--- src/rtl/uart_tx_fifo.sv ---
// uart_tx_fifo: buffered UART transmitter.
// Words written through i_Tx_DV/i_Tx_Byte are queued in a FIFO and sent
// as start / data (LSB first) / optional parity / stop frames. Frames are
// sent back-to-back while the FIFO holds words.
// Optional feature: define UART_TX_PARITY_EN to add one parity bit after
// the data bits (even parity, or odd when PARITY_ODD=1).
module uart_tx_fifo #(
    parameter int CLKS_PER_BIT = 2,
    parameter int DATA_BITS    = 8,
    parameter int STOP_BITS    = 1,
    parameter int FIFO_DEPTH   = 16,
    parameter int PARITY_ODD   = 0
) (
    input  logic                          i_Clock,
    input  logic                          i_Rst_L,
    input  logic                          i_Tx_DV,
    input  logic [DATA_BITS-1:0]          i_Tx_Byte,
    output logic                          o_Tx_Ready,
    output logic                          o_Tx_Serial,
    output logic                          o_Tx_Active,
    output logic                          o_Tx_Done,
    output logic                          o_Overflow,
    output logic [$clog2(FIFO_DEPTH):0]   o_Fifo_Count
);

    localparam int PTR_W = $clog2(FIFO_DEPTH);
    localparam int CNT_W = PTR_W + 1;

    localparam logic [CNT_W-1:0] DEPTH_C   = CNT_W'(FIFO_DEPTH);
    localparam logic [CNT_W-1:0] CNT_ZERO  = CNT_W'(0);
    localparam logic [CNT_W-1:0] CNT_ONE   = CNT_W'(1);
    localparam logic [PTR_W-1:0] PTR_ONE   = PTR_W'(1);
    localparam logic [15:0]      CPB_LAST  = 16'(CLKS_PER_BIT - 1);
    localparam logic [3:0]       DATA_LAST = 4'(DATA_BITS - 1);
    localparam logic [3:0]       STOP_LAST = 4'(STOP_BITS - 1);

    // Reject illegal configurations at elaboration time.
    generate
        if ((CLKS_PER_BIT < 2) || (CLKS_PER_BIT > 65535) ||
            (DATA_BITS < 5) || (DATA_BITS > 9) ||
            (STOP_BITS < 1) || (STOP_BITS > 2) ||
            (FIFO_DEPTH < 2) || (FIFO_DEPTH > 256) ||
            ((FIFO_DEPTH & (FIFO_DEPTH - 1)) != 0) ||
            (PARITY_ODD < 0) || (PARITY_ODD > 1)) begin : g_bad_param
            $error("uart_tx_fifo: illegal parameter combination");
        end
    endgenerate

    typedef enum logic [2:0] {
        S_IDLE   = 3'd0,
        S_START  = 3'd1,
        S_DATA   = 3'd2,
`ifdef UART_TX_PARITY_EN
        S_PARITY = 3'd3,
`endif
        S_STOP   = 3'd4
    } state_t;

`ifdef UART_TX_PARITY_EN
    localparam logic PARITY_INIT = 1'(PARITY_ODD);

    // Parity of a data word, before the odd/even selection.
    function automatic logic word_parity(input logic [DATA_BITS-1:0] w);
        return ^w;
    endfunction

    logic parity_r;
`endif

    // FIFO storage and bookkeeping
    logic [DATA_BITS-1:0] mem_r [FIFO_DEPTH];
    logic [PTR_W-1:0]     wr_ptr_r;
    logic [PTR_W-1:0]     rd_ptr_r;
    logic [CNT_W-1:0]     count_r;
    logic [CNT_W-1:0]     count_n;
    logic                 wr_s;
    logic                 pop_s;
    logic [DATA_BITS-1:0] pop_data_s;

    // Transmitter state
    state_t               state_r;
    state_t               state_n;
    logic [15:0]          clk_cnt_r;
    logic [15:0]          clk_cnt_n;
    logic [3:0]           bit_idx_r;
    logic [3:0]           bit_idx_n;
    logic [DATA_BITS-1:0] shift_r;
    logic [DATA_BITS-1:0] shift_n;
    logic                 bit_end_s;

    // Registered outputs
    logic                 serial_r;
    logic                 serial_n;
    logic                 active_r;
    logic                 active_n;
    logic                 done_r;
    logic                 done_n;
    logic                 overflow_r;
    logic                 ready_r;

    assign wr_s       = i_Tx_DV && (count_r != DEPTH_C);
    assign pop_data_s = mem_r[rd_ptr_r];
    assign bit_end_s  = (clk_cnt_r == CPB_LAST);

    // FIFO data array; written only on accepted writes, never reset.
    always_ff @(posedge i_Clock) begin
        if (wr_s) begin
            mem_r[wr_ptr_r] <= i_Tx_Byte;
        end
    end

    // Next word count: a simultaneous write and pop cancel out.
    always_comb begin
        count_n = count_r;
        case ({wr_s, pop_s})
            2'b10:   count_n = count_r + CNT_ONE;
            2'b01:   count_n = count_r - CNT_ONE;
            default: count_n = count_r;
        endcase
    end

    // Next-state, bit timing and next line value for the frame sequencer.
    always_comb begin
        state_n   = state_r;
        clk_cnt_n = clk_cnt_r;
        bit_idx_n = bit_idx_r;
        shift_n   = shift_r;
        serial_n  = serial_r;
        pop_s     = 1'b0;
        case (state_r)
            S_IDLE: begin
                if (count_r != CNT_ZERO) begin
                    pop_s     = 1'b1;
                    state_n   = S_START;
                    clk_cnt_n = 16'd0;
                    shift_n   = pop_data_s;
                    serial_n  = 1'b0;
                end else begin
                    serial_n  = 1'b1;
                end
            end
            S_START: begin
                if (bit_end_s) begin
                    state_n   = S_DATA;
                    clk_cnt_n = 16'd0;
                    bit_idx_n = 4'd0;
                    serial_n  = shift_r[0];
                    shift_n   = {1'b0, shift_r[DATA_BITS-1:1]};
                end else begin
                    clk_cnt_n = clk_cnt_r + 16'd1;
                end
            end
            S_DATA: begin
                if (bit_end_s) begin
                    clk_cnt_n = 16'd0;
                    if (bit_idx_r == DATA_LAST) begin
                        bit_idx_n = 4'd0;
`ifdef UART_TX_PARITY_EN
                        state_n   = S_PARITY;
                        serial_n  = parity_r;
`else
                        state_n   = S_STOP;
                        serial_n  = 1'b1;
`endif
                    end else begin
                        bit_idx_n = bit_idx_r + 4'd1;
                        serial_n  = shift_r[0];
                        shift_n   = {1'b0, shift_r[DATA_BITS-1:1]};
                    end
                end else begin
                    clk_cnt_n = clk_cnt_r + 16'd1;
                end
            end
`ifdef UART_TX_PARITY_EN
            S_PARITY: begin
                if (bit_end_s) begin
                    state_n   = S_STOP;
                    clk_cnt_n = 16'd0;
                    bit_idx_n = 4'd0;
                    serial_n  = 1'b1;
                end else begin
                    clk_cnt_n = clk_cnt_r + 16'd1;
                end
            end
`endif
            S_STOP: begin
                if (bit_end_s) begin
                    clk_cnt_n = 16'd0;
                    if (bit_idx_r == STOP_LAST) begin
                        bit_idx_n = 4'd0;
                        // Chain straight into the next frame when words wait.
                        if (count_r != CNT_ZERO) begin
                            pop_s    = 1'b1;
                            state_n  = S_START;
                            shift_n  = pop_data_s;
                            serial_n = 1'b0;
                        end else begin
                            state_n  = S_IDLE;
                            serial_n = 1'b1;
                        end
                    end else begin
                        bit_idx_n = bit_idx_r + 4'd1;
                    end
                end else begin
                    clk_cnt_n = clk_cnt_r + 16'd1;
                end
            end
            default: begin
                state_n   = S_IDLE;
                clk_cnt_n = 16'd0;
                bit_idx_n = 4'd0;
                serial_n  = 1'b1;
            end
        endcase
        active_n = (state_n != S_IDLE);
        // Done is registered, so raise it on entry to the last stop cycle.
        done_n   = (state_n == S_STOP) && (clk_cnt_n == CPB_LAST) &&
                   (bit_idx_n == STOP_LAST);
    end

    // State, pointer, counter and output registers; reset clears everything.
    always_ff @(posedge i_Clock or negedge i_Rst_L) begin
        if (!i_Rst_L) begin
            state_r    <= S_IDLE;
            clk_cnt_r  <= 16'd0;
            bit_idx_r  <= 4'd0;
            shift_r    <= '0;
            wr_ptr_r   <= '0;
            rd_ptr_r   <= '0;
            count_r    <= '0;
            serial_r   <= 1'b1;
            active_r   <= 1'b0;
            done_r     <= 1'b0;
            overflow_r <= 1'b0;
            ready_r    <= 1'b1;
`ifdef UART_TX_PARITY_EN
            parity_r   <= 1'b0;
`endif
        end else begin
            state_r    <= state_n;
            clk_cnt_r  <= clk_cnt_n;
            bit_idx_r  <= bit_idx_n;
            shift_r    <= shift_n;
            wr_ptr_r   <= wr_s  ? (wr_ptr_r + PTR_ONE) : wr_ptr_r;
            rd_ptr_r   <= pop_s ? (rd_ptr_r + PTR_ONE) : rd_ptr_r;
            count_r    <= count_n;
            serial_r   <= serial_n;
            active_r   <= active_n;
            done_r     <= done_n;
            overflow_r <= i_Tx_DV && (count_r == DEPTH_C);
            ready_r    <= (count_n != DEPTH_C);
`ifdef UART_TX_PARITY_EN
            parity_r   <= pop_s ? (word_parity(pop_data_s) ^ PARITY_INIT) : parity_r;
`endif
        end
    end

    assign o_Tx_Ready   = ready_r;
    assign o_Tx_Serial  = serial_r;
    assign o_Tx_Active  = active_r;
    assign o_Tx_Done    = done_r;
    assign o_Overflow   = overflow_r;
    assign o_Fifo_Count = count_r;

endmodule

--- config.mk ---
export PLATFORM = sky130hd
export DESIGN_NAME = uart_tx_fifo
export DESIGN_NICKNAME = d
export VERILOG_FILES = /design/src/rtl/uart_tx_fifo.sv
export SDC_FILE = /design/constraint.sdc
export NUM_CORES = 1
export LEC_CHECK = 0
export BUFFER_PORTS_ARGS = -buffer_cell sky130_fd_sc_hd__buf_2
export CAP_MARGIN = 5
export CORE_MARGIN = 2
export CORE_UTILIZATION = 46
export DETAILED_ROUTE_END_ITERATION = 10
export GPL_TIMING_DRIVEN = 0
export HOLD_SLACK_MARGIN = 0.12
export PLACE_DENSITY = 0.72
export SLEW_MARGIN = 30
export SYNTH_ARGS = -nofsm -noshare
export SYNTH_HDL_FRONTEND = slang
export SYNTH_SLANG_ARGS = --single-unit
--- constraint.sdc ---
create_clock -name i_Clock -period 7 [get_ports i_Clock]
set_input_delay 1.05 -clock i_Clock [delete_from_list [all_inputs] [get_ports i_Clock]]
set_output_delay 1.05 -clock i_Clock [all_outputs]
set_load 0.05 [all_outputs]
==> out/metrics.cfg <==
[synthesis]
avgSynthCellArea_um2=14.48
synth_top_family_by_area=multiplexers
netlist_area_mm2=0.008021
yosysSeqAreaShare=0.6324
ys_seq_elements=177
synth_edf_count=128
ys_types=61
netlist_instances=554
yosys.area_share.simple=0.1086
synthXorXnorAreaFrac=0.01747
muxShareOfSynthArea=0.1277
synthAdderAreaFrac=0.01716
async_flop_share=0.2768
yosysWarnings=0
synth_compound_area_frac=0.06692
synth_flop_cell=edfxtp_1
synthesis.nets=576

[route]
detail_route.drc_violations=0
num_vias=4877
drtAntennaViolNets=0
vias_per_cell=5.869
drtIter0Drc=427
drtPass1Iterations=5
wl_per_cell_um=19.32
routed_wl_mm=16.05

[sta]
hold_viol_final=0
fin_crit_sh=0.5409
finalCriticalPeriod_ns=3.787
rsz0062_at_grt=false
setup_tns_ns=0
slew_headroom=0.3844
max_slew.worst_pin.slew_ns=0.9201
fin_worst_skew_ns=0.01174
setup_violations=0
whs_ns=0.4869
fmax_mhz=264.1
slew_viol_final=0

[clock_tree]
root_buffer=clkbuf_16
clk_latency_ns=0.43
clk_pin_slew_ns=0.07
post_cts_resize_count=0
cts_setup_buffers=0
cts_hold_buf=0
htree_levels=4
cts_buffers=17
clock_path_buffers=2
cts_tree=built
cts.sinks=177

[global_route]
grt_overflow=0
grt_util_all_layers=0.1877
antenna_found_initial=0
grt_pass1_wl_mm=26.11
grt_max_degree=50
grt_pass1_vias=4813

[worst_setup_path]
path_cells=or4_4 > nor2_2 > nor2_1 > nand2_1 > inv_1 > ha_1 > inv_1 > nand2_1 > or4_1 > o31ai_1 > a2111oi_0 > a211oi_1 > o2111ai_1
end_kind=register
cp_max_fo=7
cp-start-kind=register
critPathKind=register to register
cp_top_family=simple AND/OR/NAND/NOR gates
cp_num_buf_inv=2
cpPeakStageDelay_ns=0.63
r2r_setup_slack_ns=3.21
crit_required_ns=7.33
cp.arrival_ns=4.12
worst_path_max_delay_cell=or4_4

[pwr]
finalPower_mw=3.650
ir_worst_vdd_mv=0.2250
power_density_mw_per_mm2=406.7
p_leak_nw=3.157

[die]
io_pins=21
rows=48
start_util=0.4670
design.die.area_mm2=0.01851
fp.coreArea_mm2=0.01718
die_x_um=136.1
die_y_um=136.1

[finish]
syn2layout_area_growth_pct=11.89
antenna_cells=0
mostFrequentLayoutCells=edfxtp_1 (128), nand2_1 (48), dfrtp_1 (47)
finalNetCount=615
drive_above_1_share=0.2112
layout_commonest_cell=edfxtp_1

[job]
cap_violations=0

[status]
status=complete, no violations

[worst_hold_path]
hold_class=register to register

[place]
dp_hpwl_mm=11.00
place_congestion=0.8601
io_buffers=20

-- per-layer routing --
metal / track usage / wire [um] / up-vias
met5: 0 / 0 / -
met1: 0.2463 / 6852 / 2472
met2: 0.3135 / 8225 / 151
met3: 0.04922 / 800 / 14
met4: 0.04630 / 172 / 0
li1: - / - / 2240
-- through the flow --
| step | instances | setup slack [ns] | area (um^2) | utilization |
|---|---|---|---|---|
| floorplan | 554 | 3.589 | 8021 | - |
| global placement | 799 | 3.061 | 8403 | 0.4892 |
| detailed placement | 799 | 3.033 | 8426 | 0.4905 |
| CTS | 831 | 3.263 | 8972 | 0.5224 |
| global route | 831 | 2.874 | 8975 | 0.5225 |
| finish | 831 | 3.213 | 8975 | 0.5225 |
-- synthesized netlist by cell type (9+ instances only) --
| cell type | number | area (um^2) |
|---|---|---|
| ha_1 | 11 | 137.6 |
| xnor2_1 | 16 | 140.1 |
| nor2_1 | 37 | 138.9 |
| dfrtp_1 | 47 | 1176 |
| nand4_1 | 9 | 56.30 |
| clkbuf_1 | 14 | 52.55 |
| o21ai_0 | 22 | 110.1 |
| mux4_2 | 40 | 900.9 |
| nand3_1 | 11 | 55.05 |
| nand2_1 | 48 | 180.2 |
| edfxtp_1 | 128 | 3844 |
| a31oi_1 | 12 | 75.07 |
| mux2i_1 | 9 | 90.09 |
| nor3_1 | 16 | 80.08 |
| inv_1 | 17 | 63.81 |
| a21oi_1 | 10 | 50.05 |
-- where the power goes --
| group | internal [mW] | total (mW) | switching, mW |
|---|---|---|---|
| clock | 0.468 | 0.891 | 0.423 |
| sequential | 1.29 | 1.36 | 0.0676 |
| combinational | 0.575 | 1.40 | 0.825 |
| total | 2.33 | 3.65 | 1.32 |
-- flip-flops by register name (all words and copies together) (netlist names) --
name	flops
state_r	3
o_Overflow	1
bit_idx_r	4
o_Tx_Serial	1
o_Fifo_Count	5
o_Tx_Ready	1
wr_ptr_r	4
shift_r	8
o_Tx_Done	1
o_Tx_Active	1
rd_ptr_r	4
clk_cnt_r	16
mem_r	128
-- area by class of cell --
class | instances | area (um^2)
Inverter | 17 | 63.81
Clock inverter | 13 | 113.9
Multi-Input combinational cell | 327 | 2733
Buffer | 33 | 175.2
Tap cell | 225 | 281.5
Fill cell | 1425 | 8202
Sequential cell | 177 | 5072
Clock buffer | 19 | 432.9
Timing Repair Buffer | 20 | 102.6
-- cells by family (layout without fill, tap and decap cells) --
logic type               Yosys count  after routing
multiplexers                      52             52
adder cells (fa/ha/maj)           11             11
AO/OA/AOI/OAI                     81             81
buffers and inverters             50            102
flip-flops                       177            177
XOR/XNOR                          16             16
AND/OR/NAND/NOR                  167            167
-- worst reg2reg max path, delay by kind of cell (launching register included) --
family / cells / cell delay [ns]
compound gates: 4 / 0.95
fa+ha+maj: 1 / 0.27
buf+inv: 2 / 0.30
flops: 1 / 0.48
simple gates: 6 / 1.70
-- worst paths after layout --
kind,cells past startpoint,to,from
worst max-delay path,13,o_Tx_Ready,o_Fifo_Count[0]
worst min-delay path,2,shift_r[5],shift_r[5]
max in group asynchronous,1,clk_cnt_r[14],i_Rst_L
worst min register to register,2,shift_r[5],shift_r[5]
worst max register to register,13,o_Tx_Ready,o_Fifo_Count[0]
min in group asynchronous,1,o_Fifo_Count[4],i_Rst_L
(Power assumes the default switching activity.)
